==> src/rtl/cb_pkg.sv <==
// Shared connection-block helpers: field widths, field offsets and the
// configuration-loader state encoding.
package cb_pkg;

    typedef enum logic [2:0] {IDLE, HDR, LOAD, SKIP, COMMIT} cfg_state_e;

    // Select width for a channel-side output mux: 0, both CLB output sets, far channel side.
    function automatic int sngo_w(input int chn, input int clbo);
        return $clog2(chn + 2*clbo + 1);
    endfunction

    // Select width for a CLB input mux: 0, both channel sides, the other CLB's outputs.
    function automatic int clbi_w(input int chn, input int clbo);
        return $clog2(clbo + 2*chn + 1);
    endfunction

    function automatic int cfg_bits(input int chn, input int clbi_n, input int clbo);
        return 2*chn*sngo_w(chn, clbo) + 2*clbi_n*clbi_w(chn, clbo);
    endfunction

    function automatic int off_s0();
        return 0;
    endfunction

    function automatic int off_s1(input int chn, input int clbo);
        return chn*sngo_w(chn, clbo);
    endfunction

    function automatic int off_c0(input int chn, input int clbo);
        return 2*chn*sngo_w(chn, clbo);
    endfunction

    function automatic int off_c1(input int chn, input int clbi_n, input int clbo);
        return off_c0(chn, clbo) + clbi_n*clbi_w(chn, clbo);
    endfunction

endpackage

==> src/rtl/MUXN.sv <==
// Generic N-input, 1-bit mux; a select at or beyond N yields 0.
module MUXN #(
    parameter int N  = 4,
    parameter int SW = 2
) (
    input  logic [N-1:0]  in,
    input  logic [SW-1:0] sel,
    output logic          out
);

    always_comb begin
        out = 1'b0;
        for (int i = 0; i < N; i++) begin
            if (sel == SW'(i)) out = in[i];
        end
    end

endmodule

==> src/rtl/cb_cfg_loader.sv <==
// Serial configuration loader: ID-addressed frames into a shadow register,
// atomic commit to the active register. Optional parity via CB_CFG_PARITY_EN.
module cb_cfg_loader
    import cb_pkg::*;
#(
    parameter int ID_WIDTH   = 3,
    parameter int ID         = 7,
    parameter int FRAME_BITS = 280,
    parameter int CFG_BITS   = 280
) (
    input  logic                clk,
    input  logic                rst,
    input  logic                cfg_in_start,
    input  logic                cfg_bit_in,
    output logic                cfg_out_start,
    output logic                cfg_bit_out,
    output logic                cfg_valid,
    output logic                cfg_err,
    output logic [CFG_BITS-1:0] cfg
);

    localparam int CNT_MAX = (ID_WIDTH > FRAME_BITS) ? ID_WIDTH : FRAME_BITS;
    localparam int CW      = $clog2(CNT_MAX + 1);
`ifdef CB_CFG_PARITY_EN
    localparam int FRAME_LEN = FRAME_BITS + 1;
`else
    localparam int FRAME_LEN = FRAME_BITS;
`endif
    // The first header bit is taken in IDLE, so HDR sees ID_WIDTH-1 more.
    localparam logic [CW-1:0] HDR_LAST  = CW'(ID_WIDTH - 2);
    localparam logic [CW-1:0] DATA_LAST = CW'(FRAME_LEN - 1);

    cfg_state_e            state, state_nx;
    logic [CW-1:0]         cnt;
    logic [ID_WIDTH-2:0]   hdr;
    logic [ID_WIDTH-1:0]   hdr_full;
    logic [CFG_BITS-1:0]   shadow, active;
    logic                  valid, fwd_start, fwd_bit;
    logic                  par_ok;

    assign hdr_full = {hdr, cfg_bit_in};

    always_comb begin
        state_nx = state;
        case (state)
            IDLE:   if (cfg_in_start) state_nx = HDR;
            HDR: begin
                if (cfg_in_start)          state_nx = HDR;
                else if (cnt == HDR_LAST)  state_nx = (hdr_full == ID_WIDTH'(ID)) ? LOAD : SKIP;
            end
            LOAD: begin
                if (cfg_in_start)          state_nx = HDR;
                else if (cnt == DATA_LAST) state_nx = par_ok ? COMMIT : IDLE;
            end
            SKIP: begin
                if (cfg_in_start)          state_nx = HDR;
                else if (cnt == DATA_LAST) state_nx = IDLE;
            end
            COMMIT: state_nx = cfg_in_start ? HDR : IDLE;
            default: state_nx = IDLE;
        endcase
    end

    always_ff @(posedge clk or posedge rst) begin
        if (rst) begin
            state     <= IDLE;
            cnt       <= '0;
            hdr       <= '0;
            shadow    <= '0;
            active    <= '0;
            valid     <= 1'b0;
            fwd_start <= 1'b0;
            fwd_bit   <= 1'b0;
        end else begin
            state     <= state_nx;
            fwd_start <= cfg_in_start;
            fwd_bit   <= cfg_bit_in;
            if (cfg_in_start || state_nx != state || state_nx == IDLE) cnt <= '0;
            else                                                        cnt <= cnt + CW'(1);
            if (cfg_in_start || state == HDR) hdr <= hdr_full[ID_WIDTH-2:0];
            // Shift-in lands data bit k at shadow[k] once CFG_BITS bits have arrived.
            if (cfg_in_start)
                shadow <= '0;
            else if (state == LOAD && cnt < CW'(CFG_BITS))
                shadow <= {cfg_bit_in, shadow[CFG_BITS-1:1]};
            if (state == COMMIT) begin
                active <= shadow;
                valid  <= 1'b1;
            end
        end
    end

`ifdef CB_CFG_PARITY_EN
    logic par, err;

    // At the last LOAD bit cfg_bit_in is the even-parity bit.
    assign par_ok = (par == cfg_bit_in);

    always_ff @(posedge clk or posedge rst) begin
        if (rst) begin
            par <= 1'b0;
            err <= 1'b0;
        end else begin
            if (state != LOAD || cfg_in_start)    par <= 1'b0;
            else if (cnt < CW'(FRAME_BITS))       par <= par ^ cfg_bit_in;
            if (state == LOAD && !cfg_in_start && cnt == DATA_LAST && !par_ok) err <= 1'b1;
        end
    end

    assign cfg_err = err;
`else
    assign par_ok  = 1'b1;
    assign cfg_err = 1'b0;
`endif

    assign cfg           = active;
    assign cfg_valid     = valid;
    assign cfg_out_start = fwd_start;
    assign cfg_bit_out   = fwd_bit;

endmodule

==> src/rtl/cb_cfg.sv <==
// Connection block with embedded serial config loader; routing is a bank of
// MUXN selectors driven from the committed config. Parity: CB_CFG_PARITY_EN.
module cb_cfg
    import cb_pkg::*;
#(
    parameter int CLB_IWIDTH = 10,
    parameter int CLB_OWIDTH = 4,
    parameter int CHN_WIDTH  = 16,
    parameter int ID_WIDTH   = 3,
    parameter int ID         = 7,
    parameter int FRAME_BITS = 280
) (
    input  logic                  clk,
    input  logic                  crst,
    input  logic [CLB_OWIDTH-1:0] clb0_output,
    input  logic [CLB_OWIDTH-1:0] clb1_output,
    output logic [CLB_IWIDTH-1:0] clb0_input,
    output logic [CLB_IWIDTH-1:0] clb1_input,
    input  logic [CHN_WIDTH-1:0]  single0_in,
    input  logic [CHN_WIDTH-1:0]  single1_in,
    output logic [CHN_WIDTH-1:0]  single0_out,
    output logic [CHN_WIDTH-1:0]  single1_out,
    input  logic                  cfg_in_start,
    input  logic                  cfg_bit_in,
    output logic                  cfg_out_start,
    output logic                  cfg_bit_out,
    output logic                  cfg_valid,
    output logic                  cfg_err
);

    localparam int SNGO     = sngo_w(CHN_WIDTH, CLB_OWIDTH);
    localparam int CLBI     = clbi_w(CHN_WIDTH, CLB_OWIDTH);
    localparam int CFG_BITS = cfg_bits(CHN_WIDTH, CLB_IWIDTH, CLB_OWIDTH);
    localparam int OFF_S0   = off_s0();
    localparam int OFF_S1   = off_s1(CHN_WIDTH, CLB_OWIDTH);
    localparam int OFF_C0   = off_c0(CHN_WIDTH, CLB_OWIDTH);
    localparam int OFF_C1   = off_c1(CHN_WIDTH, CLB_IWIDTH, CLB_OWIDTH);
    localparam int N_SNG    = CHN_WIDTH + 2*CLB_OWIDTH + 1;
    localparam int N_CLB    = CLB_OWIDTH + 2*CHN_WIDTH + 1;

    logic [CFG_BITS-1:0] cfg;
    logic [N_SNG-1:0]    s0_src, s1_src;
    logic [N_CLB-1:0]    c0_src, c1_src;

    // Source index 0 is a constant 0 so an unconfigured pin stays quiet.
    assign s0_src = {single1_in, clb1_output, clb0_output, 1'b0};
    assign s1_src = {single0_in, clb1_output, clb0_output, 1'b0};
    assign c0_src = {clb1_output, single1_in, single0_in, 1'b0};
    assign c1_src = {clb0_output, single1_in, single0_in, 1'b0};

    cb_cfg_loader #(
        .ID_WIDTH   (ID_WIDTH),
        .ID         (ID),
        .FRAME_BITS (FRAME_BITS),
        .CFG_BITS   (CFG_BITS)
    ) u_loader (
        .clk           (clk),
        .rst           (crst),
        .cfg_in_start  (cfg_in_start),
        .cfg_bit_in    (cfg_bit_in),
        .cfg_out_start (cfg_out_start),
        .cfg_bit_out   (cfg_bit_out),
        .cfg_valid     (cfg_valid),
        .cfg_err       (cfg_err),
        .cfg           (cfg)
    );

    for (genvar i = 0; i < CHN_WIDTH; i++) begin : g_sng
        MUXN #(.N(N_SNG), .SW(SNGO)) u_s0 (
            .in  (s0_src),
            .sel (cfg[OFF_S0 + i*SNGO +: SNGO]),
            .out (single0_out[i])
        );
        MUXN #(.N(N_SNG), .SW(SNGO)) u_s1 (
            .in  (s1_src),
            .sel (cfg[OFF_S1 + i*SNGO +: SNGO]),
            .out (single1_out[i])
        );
    end

    for (genvar i = 0; i < CLB_IWIDTH; i++) begin : g_clb
        MUXN #(.N(N_CLB), .SW(CLBI)) u_c0 (
            .in  (c0_src),
            .sel (cfg[OFF_C0 + i*CLBI +: CLBI]),
            .out (clb0_input[i])
        );
        MUXN #(.N(N_CLB), .SW(CLBI)) u_c1 (
            .in  (c1_src),
            .sel (cfg[OFF_C1 + i*CLBI +: CLBI]),
            .out (clb1_input[i])
        );
    end

endmodule

==> config.mk <==
export PLATFORM = sky130hd
export DESIGN_NAME = cb_cfg
export DESIGN_NICKNAME = d
export VERILOG_FILES = /design/src/rtl/cb_pkg.sv /design/src/rtl/MUXN.sv /design/src/rtl/cb_cfg_loader.sv /design/src/rtl/cb_cfg.sv
export SDC_FILE = /design/constraint.sdc
export NUM_CORES = 2
export LEC_CHECK = 0
export CAP_MARGIN = 20
export CORE_UTILIZATION = 38
export DETAILED_ROUTE_END_ITERATION = 7
export SETUP_SLACK_MARGIN = 0.02
export SYNTH_ARGS = -nofsm -noshare
export SYNTH_HDL_FRONTEND = slang
export SYNTH_HIERARCHICAL = 1
export SYNTH_SLANG_ARGS = --single-unit
export TNS_END_PERCENT = 100
==> constraint.sdc <==
create_clock -name clk -period 43.3 [get_ports clk]
set_clock_uncertainty 0.15 [all_clocks]
set_input_delay 8.66 -clock clk [delete_from_list [all_inputs] [get_ports clk]]
set_output_delay 8.66 -clock clk [all_outputs]
set_load 0.02 [all_outputs]
; Word-level counts from Yosys, hierarchy flattened
; Index checks and enable logic that the tools add are counted.
[op_classes]
add_sub_neg = 1
reduce_logical = 7
n_lt_le_gt_ge = 1
n_eq_ne = 1496
mux = 1501
[op_table]
columns = operator, n
row1 = 6-bit by 5-bit equality test with 1-bit output (second input constant), 320
row2 = 1-bit 2-to-1 mux, 1490
row3 = 5-bit equality test (second input constant), 288
row4 = 5-bit by 4-bit equality test with 1-bit output (second input constant), 256
row5 = 6-bit by 4-bit equality test with 1-bit output (second input constant), 160
row6 = 5-bit by 3-bit equality test with 1-bit output (second input constant), 128
row7 = 6-bit equality test (second input constant), 100
row8 = 280-bit 2-to-1 mux, 2
row9 = 6-bit by 3-bit equality test with 1-bit output (second input constant), 80
row10 = 5-bit by 2-bit equality test with 1-bit output (second input constant), 64
row11 = 6-bit by 2-bit equality test with 1-bit output (second input constant), 40
row12 = 5-bit by 1-bit equality test with 1-bit output (second input constant), 32
row13 = 6-bit by 1-bit equality test with 1-bit output (second input constant), 20
row14 = 3-bit 2-to-1 mux, 7
row15 = 3-bit one-hot mux with 5 select lines, 1
row16 = 9-bit by 1-bit adder with 9-bit output (second input constant), 1
row17 = 9-bit by 1-bit equality test with 1-bit output (second input constant), 1
row18 = 9-bit equality test (second input constant), 1
row19 = 9-bit < comparator (second input constant), 1
row20 = 9-bit 2-to-1 mux, 1
row21 = 3-bit by 2-bit equality test with 1-bit output (second input constant), 2
row22 = 3-bit equality test (second input constant), 2
row23 = 3-bit zero test, 2
row24 = 3-bit by 1-bit equality test with 1-bit output (second input constant), 1
row25 = 4 further kinds, 6
[word_totals]
wordCells = 3014
register_bits = 577
out_inout_bits = 56
input_bits = 44

; Depth between registers and ports, before layout
[depth]
ltp_word = 37
depth_mapped = 7
ltp_nobuf = 5

; Hierarchy
; Netlist, hierarchy kept.
[modules_own_cells]
columns = mod, area_each_um2, cells_per_inst, instances, seq_area_each_um2
row1 = cb_cfg_loader, 21618.2, 1331, 1, 14438.8
row2 = MUXN at g_sng[0].u_s0 ..., 392.9, 51, 32, 0.0
row3 = MUXN at g_clb[0].u_c0 ..., 605.6, 80, 20, 0.0
row4 = cb_cfg, 3.8, 1, 1, 0.0

; Least setup slack after synthesis
; OpenSTA, ideal clock, no wires.
[synth_path]
path_kind = input-to-output
start = input single1_in[4]
end = output single0_out[0]
path_stages = 5
slack_ps = 24809
t_arrival_ps = 9681
required_time_ps = 34490
n_path_buf = 0
path_cell_list = mux2i_1 -> a311o_1 -> o32ai_1 -> o311ai_1 -> a31oi_1
[synth_between]
elab_chain_len = 12
[synth_rtl]
columns = element, line_no
row1 = from (decl), cb_cfg.sv:20  ; input logic [CHN_WIDTH-1:0] single1_in,
row2 = 1-bit 2-to-1 mux (12 in a row), MUXN.sv:14  ; if (sel == SW'(i)) out = in[i];
row3 = to (decl), cb_cfg.sv:21  ; output logic [CHN_WIDTH-1:0] single0_out,
; No other way between the ends.

; Final worst setup path
[layout_path]
start = input single0_in[8]
end = output clb1_input[7]
[layout_between]
elab_chain_len = 28
[layout_rtl]
columns = element, line_no
row1 = from (decl), cb_cfg.sv:19  ; input logic [CHN_WIDTH-1:0] single0_in,
row2 = 1-bit 2-to-1 mux (28 in a row), MUXN.sv:14
row3 = to (decl), cb_cfg.sv:18  ; output logic [CLB_IWIDTH-1:0] clb1_input,
; No other way between the ends.

==> flow_summary.json <==
{
  "status": "finished clean",
  "fillCellCount": 11800,
  "grt_setup_unrepaired": "false",
  "min_path_cells": 1,
  "maxCapViolations": 0,
  "post-route-period-util": 0.472,
  "drtIter0Drc": 4365,
  "clock_sinks": 577,
  "met1_usage": 0.307,
  "setup_viol": 0,
  "r2r_end": "u_loader/shadow[146]",
  "yosys_warnings": 6,
  "grt_max_degree": 198,
  "critical_path_class": "in -> out",
  "antenna_found_initial": 3,
  "hp-start": "u_loader/cfg_valid",
  "synth_top_family_by_area": "compound AO/OA/AOI/OAI gates",
  "ant_nets": 0,
  "critPathLaunchType": "input port",
  "synthXorXnorAreaFrac": 0.000567,
  "ys_ff_latch": 577,
  "worstPathRequired_ns": 34.49,
  "timing_hold_violations_final": 0,
  "setup_tns_ns": 0,
  "cellPowerDensity_nw_per_um2": 26.3,
  "yosys-top-cells-count": "dfrtp_1, mux2_2, a21oi_1",
  "cts_buffers": 66,
  "finalMaxSlewViolations": 0,
  "route.vias.total": 39400,
  "grt_pass1_wl_mm": 221,
  "arrival_ns": 11.63,
  "clock_path_buffers": 3,
  "ir_drop_mv": 0.0224,
  "yosys.area_share.simple": 0.160,
  "rr_worst_depth": 6,
  "register_area_um2": 14400,
  "worstPathMaxFanout": 56,
  "synth_edf_count": 0,
  "fin_crit_ns": 20.44,
  "io_pins": 100,
  "hold_class": "reg -> reg",
  "hpwlAfterDp_mm": 71.5,
  "rows": 127,
  "synth_cell_types": 71,
  "synthMuxAreaShare": 0.175,
  "cts_tree": "built",
  "postCtsHoldBufs": 0,
  "r2r-start": "u_loader/cnt[4]",
  "ys.flop_type": "dfrtp_1",
  "htreeDepth": 3,
  "layout.nets": 4468,
  "grt.total_usage": 0.226,
  "area_delta_synth_final_pct": 5.11,
  "grt_util_met2": 0.363,
  "via_per_inst": 6.47,
  "timing.fmax_mhz": 48.9,
  "endpoint_kind": "primary output",
  "met3_usage": 0.0265,
  "startpoint": "single0_in[8]",
  "netlist.area_leader.share": 0.312,
  "fp.coreArea_um2": 120000,
  "rrSetupSlack_ns": 38.55,
  "io_buffers": 98,
  "gr-total-overflow": 0,
  "dieArea_um2": 123000,
  "slew_headroom": 0.248,
  "synthAdderAreaFrac": 0.000540,
  "postCtsSetupRepairBufs": 0,
  "cts_root_buf": "clkbuf_16",
  "top_usage_layer": "met2",
  "multi_input_area_um2": 27800,
  "synthArstFlopShare": 1.00,
  "yosys.area.top_type": "dfrtp_1",
  "wl_mm": 142,
  "worst_pin_slew_ns": 1.13,
  "syn-cell-area_um2": 46300,
  "yosysMostFrequentCell": "dfrtp_1",
  "gp_congestion": 0.841,
  "die-width_um": 351,
  "wl_per_cell_um": 23.4,
  "cts.reportedPaths.clkPinSlew_ns": 0.06,
  "synth.area.top_cells": "dfrtp_1, mux2_2, a32o_1",
  "die_h_um": 351,
  "ys_seq_area_frac": 0.312,
  "grt_pass1_vias": 36700,
  "initial_utilization": 0.384,
  "syn_avg_cell_area_um2": 10.1,
  "synth_compound_area_frac": 0.259,
  "drc_errors": 0,
  "endpoint": "clb1_input[7]",
  "num_antenna_cells": 0,
  "synth_cells": 4564,
  "cts-resized-gates": 0,
  "worstSkewPairLatency_ns": 0.67,
  "first_pass_iters": 7,
  "power_mw": 1.28,
  "drive_above_1_share": 0.182,
  "cellLeakagePower_nw": 18.3
}
==> cell usage in the layout, fill, tap and decap left out, types with 61 or more instances in the layout <==
cell type  count
mux4_2        72
nand2_1      143
a32o_1       278
nor2_1       237
a21oi_1      326
mux2i_1      270
o21ai_0      107
a31oi_1      105
nand2b_1      92
mux2_2       334
inv_1        237
dfrtp_1      577
nor2b_1       61
nor3_1        72
clkbuf_16     68
==> routing by layer <==
| layer | up-vias | wire, um |
|---|---|---|
| li1 | 17800 | - |
| met1 | 19800 | 61400 |
| met2 | 1495 | 66200 |
| met3 | 360 | 9270 |
| met4 | 0 | 5360 |
| met5 | - | 0 |
==> final cells by class <==
cell class,instances,share of cell area
Inverter,239,0.0187
Timing Repair Buffer,156,0.0262
Clock buffer,97,0.0405
Multi-Input combinational cell,3382,0.570
Clock inverter,23,0.00620
Tap cell,1612,0.0414
Sequential cell,577,0.297
==> where the power goes <==
part / switching (mW) / leakage, nW / internal [mW] / total (mW)
clock: 0.243 / 1.10 / 0.348 / 0.591
sequential: 0.00293 / 8.05 / 0.542 / 0.545
combinational: 0.108 / 9.11 / 0.0366 / 0.144
total: 0.354 / 18.3 / 0.926 / 1.28
==> worst min-delay path by stage <==
stage                          to  slack, ns
2_1_floorplan     u_loader/cnt[0]       0.32
3_3_place_gp   u_loader/cfg_valid       0.31
3_5_place_dp   u_loader/cfg_valid       0.32
4_1_cts        u_loader/cfg_valid       0.35
5_1_grt           u_loader/hdr[1]       0.37
6_report       u_loader/cfg_valid       0.34
==> flip-flops by register name (all words and copies together) (netlist names) <==
| signal | cells |
|---|---|
| u_loader/shadow | 280 |
| u_loader/hdr | 2 |
| u_loader/cfg_valid | 1 |
| u_loader/cfg_out_start | 1 |
| u_loader/cfg_bit_out | 1 |
| u_loader/cnt | 9 |
| u_loader/cfg | 280 |
| u_loader/state | 3 |
==> worst max-delay path: stages <==
cell and delay [ns]:
buf_4 0.24, buf_4 0.75, mux2i_1 0.14, a2111oi_0 0.52, a211oi_1 0.11, nand4_1 0.12, o2bb2ai_1 0.30, clkdlybuf4s50_1 0.72
==> cells by family after synthesis <==
kind of cell / count (synthesis)
other: 2
AND/OR/NAND/NOR: 1098
flip-flops: 577
adder cells (fa/ha/maj): 2
AO/OA/AOI/OAI: 1550
multiplexers: 676
XOR/XNOR: 3
buffers and inverters: 656
==> per-stage QoR <==
stage	util	instance area, um^2	hold slack (ns)	setup WS [ns]	cells
after floorplan	-	46500	0.319	18.35	4615
after global placement	0.385	46400	0.313	23.01	5965
after detailed placement	0.385	46400	0.322	22.97	5965
after CTS	0.404	48600	0.348	22.97	6085
after global routing	0.404	48700	0.373	22.69	6086
final	0.404	48700	0.337	22.86	6086
No activity file was read; power rests on OpenSTA's default activity.
